`src/rtl/alu_issue_arbiter.sv`:
```
// Round-robin issue front end sharing one pipelined ALU among NUM_REQ requesters.
// Each result returns through a credit-guarded FWFT FIFO, tagged with its requester.
`timescale 1ns/1ps
module alu_issue_arbiter #(
   parameter int NUM_REQ   = 4,
   parameter int WIDTH     = 32,
   parameter int ALU_LAT   = 2,
   parameter int RSP_DEPTH = 4,
   localparam int ID_W     = (NUM_REQ > 1) ? $clog2(NUM_REQ) : 1
) (
   input  logic                     clk,
   input  logic                     rst_n,
   input  logic [NUM_REQ-1:0]       req_valid,
   output logic [NUM_REQ-1:0]       req_ready,
   input  logic [4*NUM_REQ-1:0]     req_opcode,
   input  logic [WIDTH*NUM_REQ-1:0] req_a,
   input  logic [WIDTH*NUM_REQ-1:0] req_b,
   input  logic [5*NUM_REQ-1:0]     req_shift,
   output logic [3:0]               alu_opcode,
   output logic [WIDTH-1:0]         alu_input1,
   output logic [WIDTH-1:0]         alu_input2,
   output logic [4:0]               alu_shift,
   input  logic [WIDTH-1:0]         alu_result,
   input  logic [3:0]               alu_flags,
   output logic                     rsp_valid,
   input  logic                     rsp_ready,
   output logic [ID_W-1:0]          rsp_id,
   output logic [WIDTH-1:0]         rsp_result,
   output logic [3:0]               rsp_flags,
   output logic                     rsp_err,
   output logic                     busy
);

   localparam int STAGES = ALU_LAT + 1;
   localparam int PTR_W  = $clog2(RSP_DEPTH);
   localparam int CNT_W  = PTR_W + 1;
   localparam int OCC_W  = $clog2(RSP_DEPTH + STAGES + 1);

   typedef struct packed {
      logic            valid;
      logic [ID_W-1:0] id;
      logic            err;
   } tag_t;

   typedef struct packed {
      logic [ID_W-1:0]  id;
      logic             err;
      logic [3:0]       flags;
      logic [WIDTH-1:0] result;
   } rsp_t;

   tag_t             tag_q [STAGES];
   rsp_t             fifo_mem [RSP_DEPTH];
   rsp_t             head;
   logic [PTR_W-1:0] wr_ptr_q, rd_ptr_q;
   logic [CNT_W-1:0] cnt_q, cnt_d;
   logic [OCC_W-1:0] occ;
   logic [ID_W-1:0]  last_q, grant_id, cand;
   logic             grant_vld, credit_ok, accept, push, pop;
   logic [3:0]       sel_opcode;
   logic [WIDTH-1:0] sel_a, sel_b;
   logic [4:0]       sel_shift;
   logic             sel_err;
   logic [3:0]       alu_opcode_q;
   logic [WIDTH-1:0] alu_input1_q, alu_input2_q;
   logic [4:0]       alu_shift_q;

   function automatic logic [ID_W-1:0] wrap_id(input int n);
      return ID_W'(n % NUM_REQ);
   endfunction

   // Every accepted op is either in the tag pipeline or the FIFO until popped.
   always_comb begin
      occ = OCC_W'(cnt_q);
      for (int s = 0; s < STAGES; s++) occ = occ + OCC_W'(tag_q[s].valid);
   end

   assign credit_ok = (occ < OCC_W'(RSP_DEPTH));
   assign busy      = (occ != '0);

   // NOTE: every signal written here gets a default first, so no latch is inferred.
   always_comb begin
      grant_vld = 1'b0;
      grant_id  = '0;
      cand      = '0;
      for (int k = 1; k <= NUM_REQ; k++) begin
         cand = wrap_id(int'(last_q) + k);
         if (!grant_vld && req_valid[cand]) begin
            grant_vld = 1'b1;
            grant_id  = cand;
         end
      end
   end

   assign accept = grant_vld & credit_ok & rst_n;

   always_comb begin
      req_ready = '0;
      if (accept) req_ready[grant_id] = 1'b1;
   end

   always_comb begin
      sel_opcode = req_opcode[4*int'(grant_id) +: 4];
      sel_a      = req_a[WIDTH*int'(grant_id) +: WIDTH];
      sel_b      = req_b[WIDTH*int'(grant_id) +: WIDTH];
      sel_shift  = req_shift[5*int'(grant_id) +: 5];
      sel_err    = (sel_opcode == 4'd5) || (sel_opcode >= 4'd10);
   end

   assign push  = tag_q[STAGES-1].valid;
   assign pop   = rsp_valid & rsp_ready;
   assign cnt_d = cnt_q + CNT_W'(push) - CNT_W'(pop);

   // NOTE: sequential state uses non-blocking assignments so all flops update together.
   always_ff @(posedge clk or negedge rst_n) begin
      if (!rst_n) begin
         last_q       <= ID_W'(NUM_REQ - 1);
         alu_opcode_q <= '0;
         alu_input1_q <= '0;
         alu_input2_q <= '0;
         alu_shift_q  <= '0;
         for (int s = 0; s < STAGES; s++) tag_q[s] <= '0;
         wr_ptr_q     <= '0;
         rd_ptr_q     <= '0;
         cnt_q        <= '0;
      end else begin
         tag_q[0] <= '0;
         if (accept) begin
            last_q       <= grant_id;
            alu_opcode_q <= sel_opcode;
            alu_input1_q <= sel_a;
            alu_input2_q <= sel_b;
            alu_shift_q  <= sel_shift;
            tag_q[0]     <= '{valid: 1'b1, id: grant_id, err: sel_err};
         end
         for (int s = 1; s < STAGES; s++) tag_q[s] <= tag_q[s-1];
         if (push) wr_ptr_q <= wr_ptr_q + PTR_W'(1);
         if (pop)  rd_ptr_q <= rd_ptr_q + PTR_W'(1);
         cnt_q <= cnt_d;
      end
   end

   // NOTE: FIFO storage is not reset; the count alone defines which entries are live.
   always_ff @(posedge clk) begin
      if (push)
         fifo_mem[wr_ptr_q] <= '{id: tag_q[STAGES-1].id, err: tag_q[STAGES-1].err,
                                 flags: alu_flags, result: alu_result};
   end

   assign head       = fifo_mem[rd_ptr_q];
   assign rsp_valid  = (cnt_q != '0);
   assign rsp_id     = rsp_valid ? head.id     : '0;
   assign rsp_err    = rsp_valid ? head.err    : 1'b0;
   assign rsp_flags  = rsp_valid ? head.flags  : '0;
   assign rsp_result = rsp_valid ? head.result : '0;

   assign alu_opcode = alu_opcode_q;
   assign alu_input1 = alu_input1_q;
   assign alu_input2 = alu_input2_q;
   assign alu_shift  = alu_shift_q;

endmodule

```
`config.mk`:
```
export PLATFORM = sky130hd
export DESIGN_NAME = alu_issue_arbiter
export DESIGN_NICKNAME = d
export VERILOG_FILES = /design/src/rtl/alu_issue_arbiter.sv
export SDC_FILE = /design/constraint.sdc
export NUM_CORES = 1
export LEC_CHECK = 0
export CORE_ASPECT_RATIO = 0.6
export CORE_UTILIZATION = 45
export DETAILED_ROUTE_END_ITERATION = 10
export DONT_BUFFER_PORTS = 1
export GPL_TIMING_DRIVEN = 0
export HOLD_SLACK_MARGIN = 0.03
export PLACE_DENSITY = 0.59
export SKIP_LAST_GASP = 1
export SYNTH_ARGS = -nofsm -noshare
export SYNTH_HDL_FRONTEND = slang
export SYNTH_SLANG_ARGS = --single-unit
export TNS_END_PERCENT = 50
```
`constraint.sdc`:
```
create_clock -name clk -period 3.2 [get_ports clk]
set_input_delay 0.64 -clock clk [delete_from_list [all_inputs] [get_ports clk]]
set_output_delay 0.64 -clock clk [all_outputs]
set_load 0.01 [all_outputs]
```
* Yosys cells after proc, flatten, opt, wreduce, memory -nomap -nowiden
Memories as Yosys holds them, arrays and structs flattened. Cells that the tools add are included.
Operators by class: add/sub/neg operators 11, multipliers 1, magnitude comparators 8, equal/unequal tests 1, shift-type cells 4, multiplexer cells 26, bitwise logic cells 3, reductions and logical operators 10
Operators by type and width (number):
- $shiftx 128x8->32 | 2
- $mux 32 | 1
- $shiftx 20x6->5 | 1
- $shiftx 16x5->4 | 1
- $lt 2x3->1 const B | 5
- $add 3x1->3 | 4
- $mux 1 | 12
- $mux 4 | 3
- $mux 2 | 5
- $add 2x1->2 const B | 4
- $bmux 1 s2 | 4
- $reduce_bool 3->1 | 2
- $mul 3x2->5 const A | 1
- $add 2x2->2 const B | 2
- $eq 4x3->1 const B | 1
- $ge 4x4->1 const B | 1
- $logic_and 1x1->1 | 4
- $and 1x1->1 | 3
- $logic_not 1->1 | 3
- $lt 3x3->1 const B | 1
- $sub 3x1->3 | 1
- $demux 1 s2 | 1
- $ge 2x1->1 const B | 1
- $logic_or 1x1->1 | 1
Word-level totals: register bits 94, bits in writable memories 156, bits of input ports 335, output and inout port bits 118, word-level logic and storage cells 82, memories 1
Memories:
- fifo_mem | words 4, width 39, rd ports 1, clocked after memory_dff 0, write ports 1, RTL line 53 | rsp_t fifo_mem [RSP_DEPTH];

* Logic depth before layout (Yosys ltp)
Gate-level depths: netlist (run 1).
word-level depth 18, gate-level depth with buffers 9, depth with buffers taken out 9

* Least setup slack after synthesis (run 1)
Ideal clock, no wire load.
kind register -> output, from reg tag_q, in the netlist push, to out req_ready[2], arrival 2.478 ns, data required time 2.560 ns, path slack 0.082 ns, cell stages (with the launch flop) 10, path buffers 2, cells stage by stage dfrtp_1 fa_1 ha_1 fa_1 xnor2_1 nand3_1 clkbuf_1 buf_1 nor2_1 and2_1
Between the ends: word-level cells in the longest chain between the ends 5
RTL lines:
- start, declared | RTL line 52 | tag_t tag_q [STAGES];
- $add 3x1->3 | RTL line 75 | for (int s = 0; s < STAGES; s++) occ = occ + OCC_W'(tag_q[s].valid);
- $lt 3x3->1 | RTL line 78 | assign credit_ok = (occ < OCC_W'(RSP_DEPTH));
- $and 1x1->1 (2 in series) | RTL line 95 | assign accept = grant_vld & credit_ok & rst_n;
- $mux 4 | RTL line 99 | if (accept) req_ready[grant_id] = 1'b1;
- end, declared | RTL line 14 | output logic [NUM_REQ-1:0] req_ready,
No other way between the ends.

* Final worst setup path (run 1)
from reg tag_q[7] (netlist name), to out req_ready[2]
Between the ends: word-level cells in the longest chain between the ends 6
RTL lines (RTL line):
- $add 3x1->3 (2 in series) | 75
- $lt 3x3->1 | 78
- $and 1x1->1 (2 in series) | 95
- $mux 4 | 99
No other way between the ends.

==> results of run 1 <==
-- sequential cells by signal (all words and copies together) (netlist names) --
| signal | count |
|---|---|
| cnt_q | 3 |
| push | 1 |
| alu_opcode | 4 |
| last_q | 2 |
| alu_input2 | 32 |
| rd_ptr_q | 2 |
| tag_q | 11 |
| alu_input1 | 32 |
| alu_shift | 5 |
| fifo_mem | 156 |
| wr_ptr_q | 2 |
-- cell families after synthesis --
| group | Yosys count | synth area share |
|---|---|---|
| DFF | 250 | 0.5985 |
| xor gates and xnor gates | 6 | 0.004468 |
| muxes | 49 | 0.08362 |
| adders and majority gates | 10 | 0.01255 |
| AOI/OAI and AO/OA | 220 | 0.1485 |
| and+or+nand+nor | 280 | 0.1163 |
| buffers and inverters | 85 | 0.03606 |
-- cells in the mapped netlist (all sizes together) (6+ instances only) --
| library cell | n | share of area |
|---|---|---|
| and2 | 116 | 0.062 |
| mux2i | 6 | 0.0051 |
| ha | 7 | 0.0074 |
| a311oi | 70 | 0.053 |
| nor2 | 6 | 0.0019 |
| buf | 37 | 0.021 |
| edfxtp | 156 | 0.40 |
| clkbuf | 40 | 0.013 |
| nand2 | 146 | 0.047 |
| a211oi | 72 | 0.046 |
| a21o | 71 | 0.045 |
| mux4 | 39 | 0.075 |
| dfrtp | 92 | 0.20 |
| inv | 7 | 0.0022 |
-- layer usage --
metal | routed length [microns] | vias to the layer above | global-route usage
met1 | 15390 | 4041 | 0.3684
met2 | 15670 | 434 | 0.3825
met3 | 3015 | 58 | 0.06096
li1 | - | 3481 | -
met4 | 900 | 0 | 0.06948
met5 | 0 | - | 0
-- what timing repair did --
item / in CTS / in global routing
hold buffers: 1 / 0
buffers inserted: 12 / 1
resized for setup: 31 / 2
pin swaps: 7 / 4
endpoints found under the hold margin: 94 / 0
setup endpoints to repair: 82 / 12
-- power breakdown --
part | switching, uW | internal (uW)
sequential | 810 | 4400
clock | 1200 | 1650
combinational | 3410 | 2410
-- worst paths after layout --
path | to | slack (ns) | start | cells after the start
setup reg to reg | alu_input2[18] | 0.18 | tag_q[7] | 11
setup / recovery | req_ready[2] | -0.18 | tag_q[7] | 8
min in group clk | fifo_mem[2][9] | 0.21 | alu_result[9] | 0
max in group asynchronous | alu_input1[6] | 2.73 | rst_n | 1
hold / removal | alu_input2[7] | 0.03 | rst_n | 1
hold reg to reg | tag_q[6] | 0.35 | tag_q[10] | 0
-- metrics by stage --
step	setup WS [ns]	area (sq um)	setup TNS (ns)	power [uW]
after floorplan	0.08228	11760	0	9048
after global placement	-0.7908	12200	-28.71	10640
after detailed placement	-0.8353	12290	-33.27	10720
after CTS	-0.3320	13320	-1.182	13950
after global routing	-0.3279	13340	-1.166	14640
final	-0.1779	13340	-0.5696	13880
-- worst max-delay path, delay by kind of cell, from the launching register on --
kind / cells / cell delay [ns]
adders and majority gates: 3 / 1.07
DFF: 1 / 0.40
and+or+nand+nor: 3 / 0.40
xor gates and xnor gates: 1 / 0.19
buffers and inverters: 1 / 0.16
-- final cells by class --
| cell class | count | area, sq um |
|---|---|---|
| diodes | 3 | 7.507 |
| plain buffers | 74 | 424.2 |
| clock buffers | 29 | 670.6 |
| clock inverters | 15 | 126.4 |
| fillers | 2254 | 12110 |
| inverters | 8 | 42.54 |
| multi-input cells | 565 | 4377 |
| flip-flops and latches | 250 | 7041 |
| well taps | 352 | 440.4 |
| repair buffers | 18 | 209.0 |
==> flow_metrics.tcl, run 1 <==
set metrics [dict create \
    htreeDepth 1 \
    dp.cells 1256 \
    cts_tree "done" \
    crit_path_end_kind "primary output" \
    hold_ws_ns 0.02509 \
    wl_per_cell_microns 26.62 \
    setup_ws_ns -0.1779 \
    areaGrowthSynthToFinish_pct 13.40 \
    drtAntennaViolNets 0 \
    hold_viol_final 0 \
    grt_first_pass_wirelength_microns 50760 \
    clk_latency_ns 0.52 \
    rows 45 \
    core-area_sq_um 25450 \
    cts_buffers 24 \
    clockRootBuffer "clkbuf_16" \
    synthCells 900 \
    drv_cap 0 \
    synth_edf_count 156 \
    timing.slew.headroom 0.5313 \
    critPathKind "reg -> out" \
    via_count 8014 \
    grt_usage 0.2537 \
    die_w_microns 210.7 \
    setup_violations 4 \
    viasPerCell 6.099 \
    violations "setup timing" \
    layout_common_cells "edfxtp_1 (156), nand2_1 (146), dfrtp_1 (91)" \
    final_cells 1314 \
    power_density_nw_per_um2 1041 \
    cp_max_fo 4 \
    drc 0 \
    async_reset_ff_frac 0.3760 \
    grt_pass1_vias 7871 \
    cts.clk_slew.worst_paths_ns 0.07 \
    synth-seq-cells 250 \
    ir_drop_mv 0.5508 \
    start_util 0.4621 \
    ys_types 40 \
    overflow 0 \
    finalCritPeriodShare 1.056 \
    slowest_stage "fa_1" \
    gp_congestion 0.8865 \
    drt-initial-drc-count 676 \
    start_kind "flop" \
    nets 1286 \
    grt_antenna_before_repair 3 \
    crit_arrival_ns 2.74 \
    mostFrequentLayoutCell "edfxtp_1" \
    worstMarginPinSlew_ns 0.7030 \
    numPortBuffers 0 \
    slowest_delay_ns 0.50 \
    fin_crit_ns 3.378 \
    dp_hpwl_microns 26270 \
    ioPinCount 453 \
    finClkSkew_ns 0.02304 \
    synth_area_sq_um 11760 \
    cts.sinks 250 \
    die_y_microns 127.2 \
    path_cells "fa_1 > ha_2 > fa_2 > xnor2_4 > nand3_4 > buf_12 > nor2_4 > and2_4" \
    wl_microns 34980 \
    final_util 0.5241 \
    grt_start_max_net_pins 95 \
    crit_required_ns 2.56 \
    status "finished with violations" \
    syn_area_per_cell_sq_um 13.07 \
    synth_flop_cell "edfxtp_1" \
    fmax_mhz 296.0 \
    yosys_warnings 0 \
    layout-drive-gt1-share 0.1606 \
    ys_seq_area_frac 0.5985 \
    hold_path_class "in -> async" \
    slew_viol_final 0 \
    cts.path.max_buffers 3 \
    die_area_sq_um 26810 \
    synthesis.nets 1245 \
    drt_pass1_iterations 5 \
    rsz0062_at_grt "yes" \
    leakage_uw 0.005130 \
]
No activity file was read; power rests on OpenSTA's default activity.
==> inputs of run 2 (changes only) <==
--- a/config.mk
+++ b/config.mk
@@ -5,6 +5,7 @@
 export SDC_FILE = /design/constraint.sdc
 export NUM_CORES = 1
 export LEC_CHECK = 0
+export ABC_AREA = 1
 export CORE_ASPECT_RATIO = 0.6
 export CORE_UTILIZATION = 45
 export DETAILED_ROUTE_END_ITERATION = 10
==> constraint.sdc (replaced) <==
create_clock -name clk -period 3.2 [get_ports clk]
set_input_delay 0.16 -clock clk [delete_from_list [all_inputs] [get_ports clk]]
set_output_delay 0.16 -clock clk [all_outputs]
set_load 0.01 [all_outputs]
==> run 2 against run 1 <==
Effect of this change:
- the flow now finishes without violations
- critical path depth grew 8
- combinational power grew to 2.6 times the previous value
- sequential power is essentially flat
==> flow_metrics.tcl, run 2 <==
set metrics [dict create \
    timing.slew.headroom 0.5540 \
    slew_viol_final 0 \
    ys_seq_area_frac 0.5625 \
    drc 0 \
    clk_latency_ns 0.52 \
    rows 46 \
    dp_hpwl_microns 30650 \
    ys_top_cells_by_count "nor2_1 (236), nand2_1 (225), a21oi_1 (223)" \
    fin_area_sq_um 17310 \
    synth_area_leaders "edfxtp_1 (37%), dfrtp_1 (18%), a21oi_1 (8.9%)" \
    grt_antenna_before_repair 2 \
    synth_area_sq_um 12510 \
    die_w_microns 217.3 \
    grt_usage 0.3149 \
    rsz0062_at_grt "yes" \
    fmax_mhz 324.4 \
    cts_tree "done" \
    synth_most_common_cell "nor2_1" \
    hold_path_class "in -> reg" \
    path_cells "buf_6 > inv_6 > nand2_1 > nand2_1 > nand2_1 > nand2_1 > nand2_1 > nand2_1 > nor2_2 > nand2_4 > nand2_8 > buf_4 > buf_2 > o21ai_1 > dlygate4sd3_1 > a21oi_1" \
    synthesis.nets 1750 \
    async_reset_ff_frac 0.3760 \
    r2r_start "last_q[0]" \
    die_y_microns 131.2 \
    leakage_uw 0.007071 \
    cts.clk_slew.worst_paths_ns 0.07 \
    cts.path.max_buffers 3 \
    largest_reg_flops 156 \
    drt_pass1_iterations 5 \
    synth-seq-cells 250 \
    areaGrowthSynthToFinish_pct 38.34 \
    layout-drive-gt1-share 0.1140 \
    slowest_stage "dlygate4sd3_1" \
    hold_viol_final 0 \
    start_kind "flop" \
    cts_buffers 24 \
    critPathKind "reg -> reg" \
    crit_arrival_ns 3.52 \
    gp_congestion 0.9712 \
    placed_cell_area_sq_um 13050 \
    crit_required_ns 3.63 \
    drtAntennaViolNets 0 \
    power_density_nw_per_um2 1343 \
    nets 2118 \
    status "finished clean" \
    netlist.area_leader.share 0.3744 \
    core-area_sq_um 26880 \
    grt_first_pass_wirelength_microns 68540 \
    synth_flop_cell "edfxtp_1" \
    yosys.area.top_type "edfxtp_1" \
    grt_use_met1 0.4308 \
    ioPinCount 453 \
    grt_pass1_vias 11800 \
    top_usage_layer "met2" \
    hold_ws_ns 0.02379 \
    met3_usage 0.07662 \
    crit_path_end_kind "flop" \
    holdCritStartpoint "req_a[51]" \
    overflow 0 \
    setup_violations 0 \
    fillers 2105 \
    drv_cap 0 \
    mostFrequentLayoutCell "dlygate4sd3_1" \
    fin_crit_ns 3.082 \
    finalCritPeriodShare 0.9633 \
    worstMarginPinSlew_ns 0.6690 \
    grt_start_max_net_pins 96 \
    top_register "fifo_mem" \
    via_count 11960 \
    ir_drop_mv 0.7513 \
    met2_usage 0.4842 \
    cts.sinks 250 \
    slowest_delay_ns 0.61 \
    cp_max_fo 10 \
    htreeDepth 1 \
    syn_area_per_cell_sq_um 8.906 \
    synth_edf_count 156 \
    layout_common_cells "dlygate4sd3_1 (326), nor2_1 (232), nand2_1 (224)" \
    cpMostUsedCell "nand2_1" \
    drt-initial-drc-count 992 \
    yosys_warnings 0 \
    wl_microns 45740 \
    viasPerCell 5.553 \
    synthCells 1405 \
    numPortBuffers 0 \
    finClkSkew_ns 0.006155 \
    start_util 0.4656 \
    ys_types 34 \
    crit_start "last_q[0]" \
    die_area_sq_um 28500 \
    wl_per_cell_microns 21.24 \
    clockRootBuffer "clkbuf_16" \
]
[run 2: timing repair]
action                                 CTS  global route
pin swaps                                5             6
buffers inserted                         4             7
cloned                                   0             0
setup endpoints to repair               32            37
hold buffers                           328             0
resized for setup                       21            10
endpoints found under the hold margin  315             0
[run 2: critical path, delay by kind of cell (launching register included)]
kind | cells | cell delay, ns
buffers and inverters | 5 | 1.35
flip-flops | 1 | 0.52
AO/OA/AOI/OAI | 2 | 0.32
AND/OR/NAND/NOR | 9 | 0.80
[run 2: layout make-up]
class | instances | area, sq um | area share
Clock buffer | 31 | 648.1 | 0.03744
Buffer | 95 | 580.6 | 0.03354
Timing Repair Buffer | 342 | 3461 | 0.1999
Inverter | 104 | 405.4 | 0.02342
Clock inverter | 12 | 111.4 | 0.006433
Tap cell | 360 | 450.4 | 0.02602
Multi-Input combinational cell | 956 | 4607 | 0.2661
Sequential cell | 250 | 7039 | 0.4066
Antenna cell | 3 | 7.507 | 0.0004337
[run 2: through the flow]
stage | worst slack, ns | util | cells | total power, uW | setup TNS [ns]
floorplan | 0.6151 | - | 1405 | 13160 | 0
global placement | 0.006013 | 0.4823 | 1765 | 16440 | 0
detailed placement | -0.08142 | 0.4856 | 1769 | 16610 | -1.228
CTS | 0.01309 | 0.6410 | 2144 | 22550 | 0
global route | -0.03823 | 0.6439 | 2152 | 24740 | -0.07359
finish | 0.1176 | 0.6440 | 2153 | 23250 | 0
[run 2: where the power goes]
group / internal (uW) / total (uW) / switching (uW)
Clock: 1590 / 2820 / 1230
Combinational: 6270 / 15200 / 8920
Sequential: 4390 / 5240 / 846
Total: 12300 / 23200 / 11000
[run 2: kinds of logic (layout without fill, tap and decap cells)]
logic type / after synthesis / after routing / synth area share
and+or+nand+nor: 542 / 542 / 0.1784
AOI/OAI and AO/OA: 399 / 399 / 0.1677
DFF: 250 / 250 / 0.5625
buffers and inverters: 199 / 584 / 0.07609
adders and majority gates: 10 / 10 / 0.01180
xor gates and xnor gates: 5 / 5 / 0.003500
other: 0 / 3 / 0
[run 2: per-layer routing]
layer / part of all wire / up-vias
met5: 0 / -
met2: 0.45 / 657
met3: 0.088 / 159
met4: 0.040 / 0
met1: 0.43 / 5737
li1: - / 5403
[run 2: path summary, 6_finish.rpt]
kind	end	slack [ns]	cells past startpoint
worst max-delay path	alu_input1[23]	0.12	16
worst min-delay path	alu_input1[19]	0.02	4
worst max register to register	alu_input1[23]	0.12	16
worst min register to register	tag_q[0]	0.35	0
max in group asynchronous	alu_input1[16]	2.52	2
min in group asynchronous	alu_input1[29]	0.18	2
==> inputs of run 3 (changes only) <==
--- a/config.mk
+++ b/config.mk
@@ -12,6 +12,7 @@
 export DONT_BUFFER_PORTS = 1
 export GPL_TIMING_DRIVEN = 0
 export HOLD_SLACK_MARGIN = 0.03
+export MAX_ROUTING_LAYER = met4
 export PLACE_DENSITY = 0.59
 export SKIP_LAST_GASP = 1
 export SYNTH_ARGS = -nofsm -noshare
==> run 3 against run 2 <==
Effect of this change:
- fmax is 0.29% lower
- sequential power hardly changed
- register-to-register slack better by 0.04 ns
- final cell count is 0.46% higher
- largest cell class unchanged
==> flow_metrics.tcl, run 3 (synthesized netlist as in run 2, its figures left out) <==
set metrics [dict create \
    status "finished clean" \
    timing.slew.headroom 0.5208 \
    path_cells "fa_1 > ha_2 > fa_2 > xnor2_2 > nand3_4 > buf_12 > buf_6 > nor3_4" \
    intPower_uw 12700 \
    nets 2126 \
    cp_top_family "adder cells" \
    setup_violations 0 \
    hold_path_class "in -> reg" \
    numPortBuffers 0 \
    leakage_uw 0.007182 \
    viasPerCell 5.570 \
    clk_latency_ns 0.54 \
    pwr-share-comb 0.646 \
    final_util 0.6519 \
    clock_power_share 0.134 \
    overflow 0 \
    drt-initial-drc-count 1189 \
    finClkSkew_ns 0.01145 \
    ioPinCount 453 \
    grt_antenna_before_repair 1 \
    seq_power_share 0.220 \
    total_power_uw 23840 \
    start_kind "flop" \
    holdPathEnd "alu_input2[15]" \
    top_register "fifo_mem" \
    cts.path.max_buffers 3 \
    grt_first_pass_wirelength_microns 68970 \
    mostFrequentLayoutCell "dlygate4sd3_1" \
    gp_congestion 0.9624 \
    wl_per_cell_microns 21.38 \
    grt_usage 0.3267 \
    die_y_microns 131.2 \
    cts_buffers 25 \
    holdCritStartpoint "req_b[111]" \
    fin_crit_ns 3.091 \
    core-area_sq_um 26880 \
    largest_reg_flops 156 \
    ir_drop_mv 0.7231 \
    worstMarginPinSlew_ns 0.7133 \
    die_area_sq_um 28500 \
    cts.sinks 250 \
    finalCritPeriodShare 0.9660 \
    rsz0062_at_grt "yes" \
    worstHoldPathCells 4 \
    htreeDepth 1 \
    slew_viol_final 0 \
    hold_viol_final 0 \
    crit_path_end_kind "primary output" \
    placed_cell_area_sq_um 13060 \
    cts.clk_slew.worst_paths_ns 0.07 \
    areaGrowthSynthToFinish_pct 40.04 \
    slowest_delay_ns 0.49 \
    wl_microns 46250 \
    drc 0 \
    worst-path-buf-inv 2 \
    grt_pass1_vias 11950 \
    ff2ff_path_depth 18 \
    crit_required_ns 3.04 \
    critPathKind "reg -> out" \
    via_count 12050 \
    start_util 0.4656 \
    netSwitchingFraction 0.4671 \
    p_sw_uw 11140 \
    fin_area_sq_um 17520 \
    clockRootBuffer "clkbuf_16" \
    rrSetupSlack_ns 0.16 \
    hold_ws_ns 0.06391 \
    r2r_end "alu_input1[18]" \
    layout-drive-gt1-share 0.1183 \
    grt_start_max_net_pins 95 \
    crit_arrival_ns 2.93 \
    fillers 2050 \
    drt_pass1_iterations 9 \
    drtAntennaViolNets 0 \
    die_w_microns 217.3 \
    dp_hpwl_microns 30950 \
    cp_max_fo 10 \
    layout_common_cells "dlygate4sd3_1 (329), nor2_1 (231), nand2_1 (224)" \
    cts_tree "done" \
    power_density_nw_per_um2 1360 \
    drv_cap 0 \
    fmax_mhz 323.5 \
    slowest_stage "fa_1" \
    rows 46 \
    r2r_start "last_q[1]" \
]
run 3: repair_timing:
action,CTS,global route
resized for setup,18,17
endpoints found under the setup margin,4,31
pin swaps,3,9
endpoints found under the hold margin,314,0
hold buffers,331,0
setup buffers,2,12
run 3: final cells by class:
| type | count | area (sq um) | share of cell area |
|---|---|---|---|
| tap | 360 | 450.4 | 0.02571 |
| sequential | 250 | 7039 | 0.4017 |
| timing repair buffer | 349 | 3548 | 0.2025 |
| buffer | 95 | 591.8 | 0.03377 |
| multi-input combinational | 956 | 4604 | 0.2628 |
| clock buffer | 29 | 640.6 | 0.03656 |
| clock inverter | 17 | 237.7 | 0.01357 |
| inverter | 104 | 402.9 | 0.02299 |
| antenna | 3 | 7.507 | 0.0004284 |
run 3: through the flow:
step / worst slack, ns / instances / TNS [ns]
floorplan: 0.6151 / 1405 / 0
global placement: 0.05949 / 1765 / 0
detailed placement: 0.02957 / 1769 / 0
CTS: -0.01136 / 2148 / -0.01136
global route: -0.03776 / 2161 / -0.05476
finish: 0.1087 / 2163 / 0
run 3: worst max path at each step:
stage | start | endpoint | slack, ns | depth (start not counted)
floorplan | tag_q[7] | req_ready[1] | 0.62 | 8
global placement | tag_q[7] | alu_input1[29] | 0.06 | 10
detailed placement | tag_q[7] | alu_input2[13] | 0.03 | 10
CTS | tag_q[7] | req_ready[3] | -0.01 | 9
global route | last_q[0] | alu_input1[19] | -0.04 | 19
finish | tag_q[7] | req_ready[1] | 0.11 | 8
run 3: layer usage:
layer | up-vias | wire (microns) | global-route usage
li1 | 5420 | - | -
met1 | 5781 | 19370 | 0.4300
met2 | 708 | 21020 | 0.4947
met3 | 139 | 4115 | 0.07407
met4 | 0 | 1746 | 0.1185
met5 | - | 0 | -
run 3: power by group through the flow:
stage | sequential [uW] | combinational, uW | clock, uW
finish | 5250 | 15400 | 3200
global route | 5300 | 16700 | 3360
CTS | 5220 | 14500 | 3230
detailed placement | 5280 | 11400 | 0
global placement | 5290 | 11200 | 0
floorplan | 5010 | 8150 | 0
run 3: worst min-delay path, stage by stage:
cell,delay (ns)
inv_1,0.06
a21oi_1,0.07
o21ai_1,0.18
a21oi_1,0.10
